==> config.mk <==
export PLATFORM = sky130hd
export DESIGN_NAME = add8_err_monitor
export DESIGN_NICKNAME = d
export VERILOG_FILES = /design/src/rtl/add8_err_monitor.sv
export SDC_FILE = /design/constraint.sdc
export NUM_CORES = 1
export LEC_CHECK = 0
export CAP_MARGIN = 20
export CORE_ASPECT_RATIO = 0.9
export CORE_MARGIN = 2
export CORE_UTILIZATION = 55
export CTS_CLUSTER_DIAMETER = 50
export DETAILED_ROUTE_END_ITERATION = 6
export PLACE_DENSITY = 0.79
export SYNTH_ARGS = -nofsm -noshare
export SYNTH_HDL_FRONTEND = slang
export SYNTH_SLANG_ARGS = --single-unit
==> constraint.sdc <==
create_clock -name clk -period 11.6 [get_ports clk]
set_input_delay 1.74 -clock clk [delete_from_list [all_inputs] [get_ports clk]]
set_output_delay 1.74 -clock clk [all_outputs]
set_load 0.01 [all_outputs]
==> src/rtl/add8_err_monitor.sv <==
// Exhaustive 8x8 sweep monitor: drives every operand pair into an approximate
// adder and accumulates error statistics of its output against the exact sum.
module add8_err_monitor #(
    parameter int LAT = 0
) (
    input  logic        clk,
    input  logic        rst_n,
    input  logic        start,
    output logic [7:0]  stim_a,
    output logic [7:0]  stim_b,
    input  logic [8:0]  dut_o,
    output logic        busy,
    output logic        done,
    output logic [24:0] err_sum,
    output logic [34:0] err_sq,
    output logic [8:0]  err_max,
    output logic [16:0] err_cnt
);

    typedef enum logic [1:0] {IDLE, RUN, DRAIN, DONE} state_t;

    state_t      state_q, state_d;
    logic [15:0] k_q, k_d;
    logic [1:0]  drain_q, drain_d;
    logic [24:0] sum_q, sum_d;
    logic [34:0] sq_q, sq_d;
    logic [8:0]  max_q, max_d;
    logic [16:0] cnt_q, cnt_d;

    logic [8:0]  exactNow, exactAligned, errAbs;
    logic [17:0] errSquared;
    logic        sampleNow, sampleValid;

    assign exactNow  = {1'b0, stim_a} + {1'b0, stim_b};
    assign sampleNow = (state_q == RUN);

    // Exact sum and its valid flag travel LAT stages so they meet dut_o for the same operands.
    generate
        if (LAT == 0) begin : gNoPipe
            assign exactAligned = exactNow;
            assign sampleValid  = sampleNow;
        end else begin : gPipe
            logic [8:0] sumLine_q [LAT];
            logic       vldLine_q [LAT];

            always_ff @(posedge clk or negedge rst_n) begin
                if (!rst_n) begin
                    for (int i = 0; i < LAT; i++) begin
                        sumLine_q[i] <= '0;
                        vldLine_q[i] <= 1'b0;
                    end
                end else begin
                    sumLine_q[0] <= exactNow;
                    vldLine_q[0] <= sampleNow;
                    for (int i = 1; i < LAT; i++) begin
                        sumLine_q[i] <= sumLine_q[i-1];
                        vldLine_q[i] <= vldLine_q[i-1];
                    end
                end
            end

            assign exactAligned = sumLine_q[LAT-1];
            assign sampleValid  = vldLine_q[LAT-1];
        end
    endgenerate

    assign errAbs     = (dut_o >= exactAligned) ? (dut_o - exactAligned) : (exactAligned - dut_o);
    assign errSquared = errAbs * errAbs;

    always_comb begin
        state_d = state_q;
        k_d     = k_q;
        drain_d = drain_q;
        sum_d   = sum_q;
        sq_d    = sq_q;
        max_d   = max_q;
        cnt_d   = cnt_q;
        stim_a  = 8'd0;
        stim_b  = 8'd0;
        busy    = 1'b0;
        done    = 1'b0;

        if (sampleValid) begin
            sum_d = sum_q + {16'd0, errAbs};
            sq_d  = sq_q + {17'd0, errSquared};
            max_d = (errAbs > max_q) ? errAbs : max_q;
            cnt_d = cnt_q + {16'd0, |errAbs};
        end

        case (state_q)
            IDLE, DONE: begin
                done = (state_q == DONE);
                if (start) begin
                    state_d = RUN;
                    k_d     = '0;
                    sum_d   = '0;
                    sq_d    = '0;
                    max_d   = '0;
                    cnt_d   = '0;
                end
            end
            RUN: begin
                busy   = 1'b1;
                stim_a = k_q[7:0];
                stim_b = k_q[15:8];
                k_d    = k_q + 16'd1;
                if (k_q == 16'hFFFF) begin
                    state_d = (LAT > 0) ? DRAIN : DONE;
                    drain_d = '0;
                end
            end
            DRAIN: begin
                busy    = 1'b1;
                drain_d = drain_q + 2'd1;
                if (drain_q == 2'(LAT - 1)) begin
                    state_d = DONE;
                end
            end
            default: state_d = IDLE;
        endcase
    end

    always_ff @(posedge clk or negedge rst_n) begin
        if (!rst_n) begin
            state_q <= IDLE;
            k_q     <= '0;
            drain_q <= '0;
            sum_q   <= '0;
            sq_q    <= '0;
            max_q   <= '0;
            cnt_q   <= '0;
        end else begin
            state_q <= state_d;
            k_q     <= k_d;
            drain_q <= drain_d;
            sum_q   <= sum_d;
            sq_q    <= sq_d;
            max_q   <= max_d;
            cnt_q   <= cnt_d;
        end
    end

    assign err_sum = sum_q;
    assign err_sq  = sq_q;
    assign err_max = max_q;
    assign err_cnt = cnt_q;

endmodule

Word level (Yosys, flattened, before mapping)
Cells that the tools add are included.
- mux-type cells: 26
- equal/unequal tests: 8
- multiply operators: 1
- reductions and logical operators: 9
- $add $sub $neg: 8
- $lt $le $gt $ge: 2
- operator list (cell ; number):
    two-way mux 35 bit ; 3
    two-way mux 25 bit ; 3
    two-way mux 17 bit ; 3
    two-way mux 9 bit ; 5
    adder 35 x 18 -> 35 bit ; 1
    case mux 16 bit (2 select lines) ; 1
    adder 25 x 9 -> 25 bit ; 1
    multiplier 9 x 9 -> 18 bit ; 1
    subtractor 9 bit ; 2
    adder 17 x 1 -> 17 bit ; 1
    adder 16 x 1 -> 16 bit (second input constant) ; 1
    == test 16 bit (second input constant) ; 1
    two-way mux 16 bit ; 1
    two-way mux 8 bit ; 2
    adder 8 x 8 -> 9 bit ; 1
    greater-or-equal comparator 9 bit ; 1
    greater-than comparator 9 bit ; 1
    OR reduction 9 bit ; 1
    two-way mux 2 bit ; 4
    == test 2 bit (second input constant) ; 3
    case mux 2 bit (3 select lines) ; 1
    != test 2 bit (second input constant) ; 2
    case mux 2 bit (2 select lines) ; 1
    AND reduction 2 bit ; 2
    other kinds (8) ; 11
- input port bits: 12
- logic and storage cells: 61
- register bits: 106

Longest topological paths before layout
- depth in word-level cells: 10
- gate-level depth with buffers: 46

Worst setup path before layout
Ideal clock, no wire load.
- kind: flip-flop to flip-flop
- start point: register state_q[1]
- end point: register sq_q[34] (netlist: err_sq[34])
- buffers on the path: 5
- cell stages (with the launch flop): 43
- library setup time: 0.132 ns
- arrival time: 9.271 ns
- slack: 2.197 ns
- cell sequence: dfrtp_1 inv_1 ha_1 clkbuf_1 clkbuf_1 clkbuf_1 and2_1 ha_1 inv_1 fa_1 inv_1 a21oi_1 o21bai_1 a21oi_1 o21bai_1 a21o_1 a21oi_1 ha_1 (+7 left out) inv_1 fa_1 inv_1 fa_1 inv_1 fa_1 inv_1 fa_1 fa_1 ha_1 or3_1 o31ai_1 o21ai_0 a21oi_1 clkbuf_1 nor3_1 xnor2_1 nor2_1
- longest elaborated chain between the ends: 10
- elaborated cells between the ends (all ways): 16
- ends and longest elaborated chain (item ; line ; RTL):
    start: declaration ; 22 ; state_t state_q, state_d;
    start signal: assignment ; 133 ; state_q <= state_d;
    == test 2 x 1 -> 1 bit (*) ; 90 ; case (state_q)
    two-way mux 8 bit (*) ; 90 ;
    named net stim_a[0] ; 9 ; output logic [7:0] stim_a,
    adder 8 x 8 -> 9 bit (*) ; 34 ; assign exactNow = {1'b0, stim_a} + {1'b0, stim_b};
    subtractor 9 bit or greater-or-equal comparator 9 bit (tied branches) ; 67 ; assign errAbs = (dut_o >= exactAligned) ? (dut_o - exactAligned) : (exactAligned - dut_o);
    two-way mux 9 bit (*) ; 67 ;
    multiplier 9 x 9 -> 18 bit (*) ; 68 ; assign errSquared = errAbs * errAbs;
    adder 35 x 18 -> 35 bit (*) ; 85 ; sq_d = sq_q + {17'd0, errSquared};
    two-way mux 35 bit (*) ; 83 ; if (sampleValid) begin
    two-way mux 35 bit ; 93 ; if (start) begin
    two-way mux 35 bit (*) ; 90 ;
    named net sq_d[34] ; 26 ; logic [34:0] sq_q, sq_d;
    end signal: assignment ; 137 ; sq_q <= sq_d;
    end: declaration ; 26 ;
The timed path passes the listed nets; every way through them passes the cells marked *.
A chain may end at the register's enable or synchronous reset.

Worst setup path in the final report
- start point: register state_q[1]
- end point: register sq_q[34] (netlist: err_sq[34])
- longest elaborated chain between the ends: 10
- elaborated cells between the ends (all ways): 16
- ends and longest elaborated chain (item ; line):
    == test 2 x 1 -> 1 bit ; 35, 90
    two-way mux 8 bit ; 90
    adder 8 x 8 -> 9 bit ; 34
    subtractor 9 bit or greater-or-equal comparator 9 bit (tied branches) ; 67
    two-way mux 9 bit ; 67
    multiplier 9 x 9 -> 18 bit ; 68
    adder 35 x 18 -> 35 bit ; 85
    two-way mux 35 bit ; 83
    two-way mux 35 bit ; 93
    two-way mux 35 bit (*) ; 90
    named net sq_d[34] ; 26
Marked as above.

==> out/metrics.csv <==
metric,value,unit
synthesis warning total,0,
die height,129,um
Compound-Gate Fraction of Synth Area,15.1,%
"commonest cells after routing, fill and taps aside","137 x inv_1, 121 x nor2_1, 114 x clkdlybuf4s50_1",
Detail Route Antenna Nets,0,
distinct cell type count after synthesis,72,
WL per Instance,16.3,um
XOR/XNOR Fraction of Synth Area,6.28,%
reg-to-reg setup timing slack,1320,ps
post-synth net total,1257,
Overflow after GRT,0,
reg2reg start,state_q[1],
WHS Path Cells,1,
H-tree depth,3,
"EDFF count, synth",0,
RSZ-0062 raised after global routing,no,
sequential share of the synthesized area,27.8,%
Simple-Gate Fraction of Synth Area,17.8,%
post-synth top area share,27.8,%
Pins Over Slew Limit,0,
core area,16900,um2
Async SR Flop Fraction,100,%
Fin Setup TNS,0,ps
fmax,97.3,MHz
post-synthesis mux area share,3.31,%
Antenna diodes,0,
clock sinks,106,
Total GRT Usage,25.9,%
main flop type after synthesis,dfrtp_1,
Crit Path Max Fanout,17,
share of cells above drive strength 1,3.08,%
Post-Route WL,23400,um
Worst Path Buf+Inv,3,
Final Critical Period,10280,ps
Hold Buf Count CTS,0,
highest routed layer,met4,
initial antenna violation count,0,
first-pass GRT wire length,38500,um
slew at the pin with the worst max-slew slack,1090,ps
total number of vias,8149,
met3 wire len,1730,um
clk_skew,12.4,ps
Final Net Count,1352,
TritonCTS Buffers,9,
Worst Path Arrival,10470,ps
CP required,11790,ps
CP endpoint,err_sq[34],
drt first pass iters,5,
"leading cell type in the layout, fill and taps excluded",inv_1,
Port Buffers,115,
clk_lat worst skew,350,ps
Synth Area in Adders,22.6,%
Clock Path Buffers,2,
vias per cell,5.68,
status,"complete, no violations",
Initial Util,56.4,%
Critical Path Sink Type,flip-flop,
maxcap violations,0,
CP peak stage delay,740,ps
FP Rows,45,
Setup Crit Path Kind,reg -> reg,
final setup vio count,0,
Total Die Area,18400,um2
CTS root buffer,clkbuf_16,
Syn Inst Count,1102,
largest net degree at the start of global routing,80,
worst setup path start,state_q[1],
Final period util,88.6,%
Setup Buffers After CTS,0,
Hold Crit Class,reg -> reg,
Final Hold Vio Count,0,
Synth area leader,dfrtp_1,
CTS tree,built,
mean post-synth cell area,8.67,um2
DR WL met2,10500,um
critical path's slowest cell,a21oi_1,
main combinational cell family by area after synthesis,adder cells,
Detailed Place HPWL,17300,um
top cell family by delay on the critical path,adder cells,
vias in the first global route,7797,
Die X,143,um
startpoint types,flip-flop,
Layout area overhead,17.0,%
number of remaining DRC errors,0,
RD Place Congestion,0.923,
"Clk pin slew, worst setup/hold paths",70,ps
critical path depth in cells,38,
Mapped Area,9560,um2
CTS resizes,0,
top post-synthesis cells by area,"dfrtp_1 28%, ha_1 12%, fa_1 10%, inv_1 5.4%, nor2_1 4.8%",
drt initial violations,404,
R2R depth,38,
I/O pins,116,
"flops & latches, synth",106,
metal1 wirelength,10800,um
Crit Reg-Reg Endpoint,err_sq[34],
Slew headroom,27.5,%
## cells by family (layout without fill, tap and decap cells)
family,after synthesis,count (layout)
buffers and inverters,175,273
xor gates and xnor gates,66,66
AOI/OAI and AO/OA,229,229
adders and majority gates,143,143
muxes,31,31
and+or+nand+nor,352,352
DFF,106,106
## routing by layer
metal	track usage, %	vias up
li1	-	3928
met1	36.7	3953
met2	40.1	244
met3	6.47	24
met4	6.64	0
met5	0	-
## worst min-delay path by stage
stage	to	slack [ps]	start
after floorplan	drain_q[0]	460	drain_q[0]
after global placement	drain_q[1]	480	drain_q[1]
after detailed placement	drain_q[1]	490	drain_q[1]
after CTS	drain_q[1]	510	drain_q[1]
after global routing	drain_q[1]	530	drain_q[1]
final	drain_q[1]	500	drain_q[1]
## cell usage after synthesis, drive strengths merged, types with 3 or more instances
cell type and n:
inv 138, nor2 121, dfrtp 106, ha 94, a21oi 78, nand2 73, o21ai 58, fa 49
xor2 34, xnor2 32, mux2i 29, nand3 26, clkbuf 24, nor3 24, and2 23, or3 18
nand4 17, a21o 16, o21a 14, nor2b 13, buf 11, and3 10, o21bai 8, a21boi 7
a311oi 7, a211oi 6, nand2b 6, o31ai 5, and4 4, nand3b 4, a2111o 3, a211o 3
a22oi 3, a32o 3, nor4 3, o211ai 3, or2 3
## per-stage QoR
step                utilization [%]  setup WS (ps)  instances  instance area, um2  hold slack [ps]
floorplan                         -           2200       1102                9560              463
global placement               64.2           1850       1421               10900              484
detailed placement             64.2           1520       1421               10900              495
CTS                            66.0           1460       1435               11200              511
global route                   66.0            648       1435               11200              534
finish                         66.0           1320       1435               11200              503
## final cells by class
cell class,count,area [um2]
Sequential cell,106,2650
Clock buffer,10,229
Inverter,140,526
Tap cell,235,294
Timing Repair Buffer,119,1180
Clock inverter,4,76.3
Fill cell,1405,5770
Multi-Input combinational cell,821,6220
## sequential cells by signal, summed over array words and instances (netlist names)
| name | cells |
|---|---|
| err_sum | 25 |
| drain_q | 2 |
| err_sq | 35 |
| err_max | 9 |
| state_q | 2 |
| err_cnt | 17 |
| k_q | 16 |
Power is not shown: default switching activity piles up to over one toggle a cycle in this logic, so the estimate is an artifact.
==> RTL change 1: new RTL, same settings <==
Encoding of `state_t`: now one-hot (4 bits for 4 states).
--- a/src/rtl/add8_err_monitor.sv
+++ b/src/rtl/add8_err_monitor.sv
@@ -17,7 +17,7 @@
     output logic [16:0] err_cnt
 );
 
-    typedef enum logic [1:0] {IDLE, RUN, DRAIN, DONE} state_t;
+    typedef enum logic [3:0] {IDLE = 4'b0001, RUN = 4'b0010, DRAIN = 4'b0100, DONE = 4'b1000} state_t;
 
     state_t      state_q, state_d;
     logic [15:0] k_q, k_d;
Behaviour: no difference found for any inputs over 4 cycles, from zero or initial values and one cycle with rst_n low; so few cycles prove little.
==> RTL change 1 against the unedited design <==
Synthesized area decreased by 4.6%; critical path depth increased by 1; routed wire length decreased by 7.7%; sequential cell count decreased by 1; setup slack got worse by 0.32 ns; worst hold slack got worse by 0.0083 ns; cell area decreased by 4.0%; maximum frequency decreased by 3.0%; critical endpoint is now err_sq[28].
==> RTL change 1: results (changes against the unedited design) <==
status=finished, final reports clean (unchanged); Slew headroom=36.0% (was 27.5%); Compound-Gate Fraction of Synth Area=13.5% (was 15.1%); DR WL met2=9.51 mm (was 10.5 mm); first-pass GRT wire length=36.2 mm (was 38.5 mm); Syn Nets=1205 (was 1257); adder-cell share of the synthesized area=23.1% (was 22.6%); sequential area share after synthesis=28.8% (was 27.8%); count of cell types in the netlist=62 (was 72); Critical Path Max Stage Delay=0.74 ns (about the same); fillcell total=1359 (was 1405); vias in the first global route=7297 (was 7797); xor/xnor share of the synthesized area=8.14% (was 6.28%); most frequent cells after synthesis=inv_1 (130), dfrtp_1 (104), nor2_1 (101) (was inv_1 (137), nor2_1 (121), dfrtp_1 (106)); M1 WL=10.3 mm (was 10.8 mm); storage element area=2630 um2 (was 2650 um2); routed vias=7622 (was 8149); Placer Congestion=0.897 (was 0.923); top cells by area, synth=dfrtp_1 (29%), ha_1 (12%), fa_1 (11%), inv_1 (5.4%), nor2_1 (4.2%) (was dfrtp_1 (28%), ha_1 (12%), fa_1 (10%), inv_1 (5.4%), nor2_1 (4.8%)); final net count=1300 (was 1352); DR WL met3=1.45 mm (was 1.73 mm); Num CTS Buffers=9 (unchanged); crit-path max FO=44 (was 17); GRT Overall Usage=25.0% (was 25.9%); placed standard-cell area=10400 um2 (was 10900 um2); Worst Path Arrival=10.83 ns (was 10.47 ns); post-synthesis mux area share=1.15% (was 3.31%); fin. max-slew vios=0 (unchanged); HPWL Detailed=16.1 mm (was 17.3 mm); Fin Clk Skew=0.0121 ns (was 0.0124 ns); largest net degree at the start of global routing=71 (was 80); clk_lat worst skew=0.36 ns
==> RTL change 1: cell type report <==
| type | count | share of cell area [%] |
|---|---|---|
| Clock buffer | 9 | 2.10 |
| Tap cell | 207 | 2.41 |
| Sequential cell | 105 | 24.5 |
| Clock inverter | 7 | 0.816 |
| Multi-Input combinational cell | 773 | 54.2 |
| Inverter | 139 | 4.89 |
| Timing Repair Buffer | 121 | 11.1 |
==> RTL change 1: where the power goes <==
part	switching (mW)	leakage [nW]	internal, mW
clock	0.154	0.151	0.172
combinational	1.23	3.64	0.913
sequential	0.0615	1.44	0.421
==> RTL change 1: worst max-delay path, delay by kind of cell (launching register included) <==
family	cells	cell delay, ns
AOI/OAI and AO/OA	10	2.75
xor gates and xnor gates	3	0.89
adders and majority gates	8	3.72
buffers and inverters	8	1.05
DFF	1	0.45
muxes	1	0.30
and+or+nand+nor	9	1.27
==> RTL change 1: final timing paths <==
kind | startpoint | end | slack [ns] | cells after the start
setup reg to reg | state_q[3] | err_sq[28] | 1.01 | 39
hold reg to reg | err_sum[24] | err_sum[24] | 0.50 | 1
min in group asynchronous | rst_n | err_sq[14] | 1.34 | 1
max in group asynchronous | rst_n | k_q[2] | 8.99 | 2
hold / removal | err_sum[24] | err_sum[24] | 0.50 | 1
setup / recovery | state_q[3] | err_sq[28] | 1.01 | 39
==> RTL change 1: cells by family after synthesis <==
family	after synthesis
xor+xnor	80
buf+inv	176
fa+ha+maj	139
flops	105
mux	9
compound gates	197
simple gates	348
==> RTL change 1: per-stage QoR <==
stage / hold slack [ns] / cells
after global routing: 0.528 / 1361
after detailed placement: 0.473 / 1345
after CTS: 0.493 / 1361
final: 0.495 / 1361
after global placement: 0.472 / 1345
after floorplan: 0.501 / 1054
==> RTL change 1: routing by layer <==
layer / vias up / GRT usage (%)
met4: 0 / 5.12
li1: 3691 / -
met2: 224 / 38.6
met1: 3688 / 36.4
met5: - / 0
met3: 19 / 5.70
==> RTL change 2: new RTL, config.mk and constraints unchanged <==
Made on the original files. `LAT`: 0 -> 1.
--- a/src/rtl/add8_err_monitor.sv
+++ b/src/rtl/add8_err_monitor.sv
@@ -1,7 +1,7 @@
 // Exhaustive 8x8 sweep monitor: drives every operand pair into an approximate
 // adder and accumulates error statistics of its output against the exact sum.
 module add8_err_monitor #(
-    parameter int LAT = 0
+    parameter int LAT = 1
 ) (
     input  logic        clk,
     input  logic        rst_n,
Formal check against the unedited RTL: not equivalent (Yosys sat finds a counterexample within 4 cycles, from zero or initial values and one cycle with rst_n low).
==> RTL change 2 against the unedited design <==
Synthesized cell count fell by 3.5%; cell area rose by 2.2%; setup slack improved by 0.90 ns; sequential cell count rose by 10; die area fell by 0.42%; routed wire length fell by 6.5%; maximum frequency rose by 9.6%; cell count fell by 2.9%; synthesized area fell by 0.43%.
Power is not shown: default switching activity piles up to over one toggle a cycle in this logic, so the estimate is an artifact.
==> RTL change 2: results (changes against the unedited design) <==
Syn Nets=1218 (was 1257); storage element area=2900 um2 (was 2650 um2); Global Route met1 Usage=34.6% (was 36.7%); Setup WS pre-CTS=1.93 ns (was 1.52 ns); Non-clk invs=151 (was 140); final net count=1324 (was 1352); DR WL met3=1.47 mm (was 1.73 mm); worst r2r src=exactAligned[1] (was state_q[1]); crit path from=dut_o[1] (was state_q[1]); Setup CP Type=in -> reg (was reg -> reg); R2R Setup Slk=3.79 ns (was 1.32 ns); top cells by area, synth=dfrtp_1 (31%), ha_1 (12%), fa_1 (10%), inv_1 (5.6%), nor2_1 (5.1%) (was dfrtp_1 (28%), ha_1 (12%), fa_1 (10%), inv_1 (5.4%), nor2_1 (4.8%)); fraction of area in multi-input gates=51.6% (was 55.7%); Data buffer area share=10.3% (was 10.5%); Critical Path Max Stage Delay=0.62 ns (was 0.74 ns); vias in the first global route=7474 (was 7797); HPWL Detailed=15.6 mm (was 17.3 mm); grt met3 use=6.44% (was 6.47%); DRT Wirelength=21.9 mm (was 23.4 mm); crit-path max FO=13 (was 17); share of post-route cells with drive strength above 1=4.48% (was 3.08%); Fin Clk Skew=0.00628 ns (was 0.0124 ns); most frequent cells after synthesis=inv_1 (143), nor2_1 (129), dfrtp_1 (116) (was inv_1 (137), nor2_1 (121), dfrtp_1 (106)); sequential area share after synthesis=30.5% (was 27.8%); H-tree Lvls=4 (was 3); vias per cell=5.52 (was 5.68); slowest stage cell on the critical path=xnor2_1 (was a21oi_1); Num CTS Buffers=17 (was 9); Seq cells=116 (was 106); count of cell types in the netlist=62 (was 72); clkbuf count=23 (was 10); largest net degree at the start of global routing=86 (was 80); GRT Overall Usage=25.1% (was 25.9%); fillcell total=1341 (was 1405); M1 WL=9.85 mm (was 10.8 mm); Slew headroom=38.1% (was 27.5%); Placer Congestion=0.912 (was 0.923); crit-path leading delay family=adder cells (unchanged); fmax=0.107 GHz (was 0.0973 GHz); first-pass GRT wire length=36.7 mm (was 38.5 mm); clk tree area frac=5.42% (was 2.73%); status=finished, final reports clean (unchanged); Iteration-0 DRC Markers=432 (was 404); worst reg2reg path depth=24 (was 38); clk_lat worst skew=0.42 ns (was 0.35 ns); #MultiIn Comb=764 (was 821)
## RTL change 2: changes by cell type after synthesis, moves of 10 or more
cell,before,now
a21oi_1,78,59
o21ai_0,56,34
nor3_1,24,12
xor2_1,32,44
dfrtp_1,106,116
## RTL change 2: cell families after synthesis
logic type / after synthesis / synth area share (%)
flip-flops: 116 / 30.5
AO/OA/AOI/OAI: 177 / 11.9
buffers and inverters: 183 / 7.60
multiplexers: 29 / 3.08
adder cells (fa/ha/maj): 143 / 22.7
AND/OR/NAND/NOR: 329 / 16.1
XOR/XNOR: 86 / 8.15
## RTL change 2: per-stage QoR
stage | cell area (um2) | hold WS [ns] | cells
floorplan | 9520 | 0.439 | 1063
global placement | 10800 | 0.454 | 1361
detailed placement | 10800 | 0.488 | 1361
CTS | 11400 | 0.501 | 1393
global route | 11400 | 0.537 | 1393
finish | 11400 | 0.498 | 1393
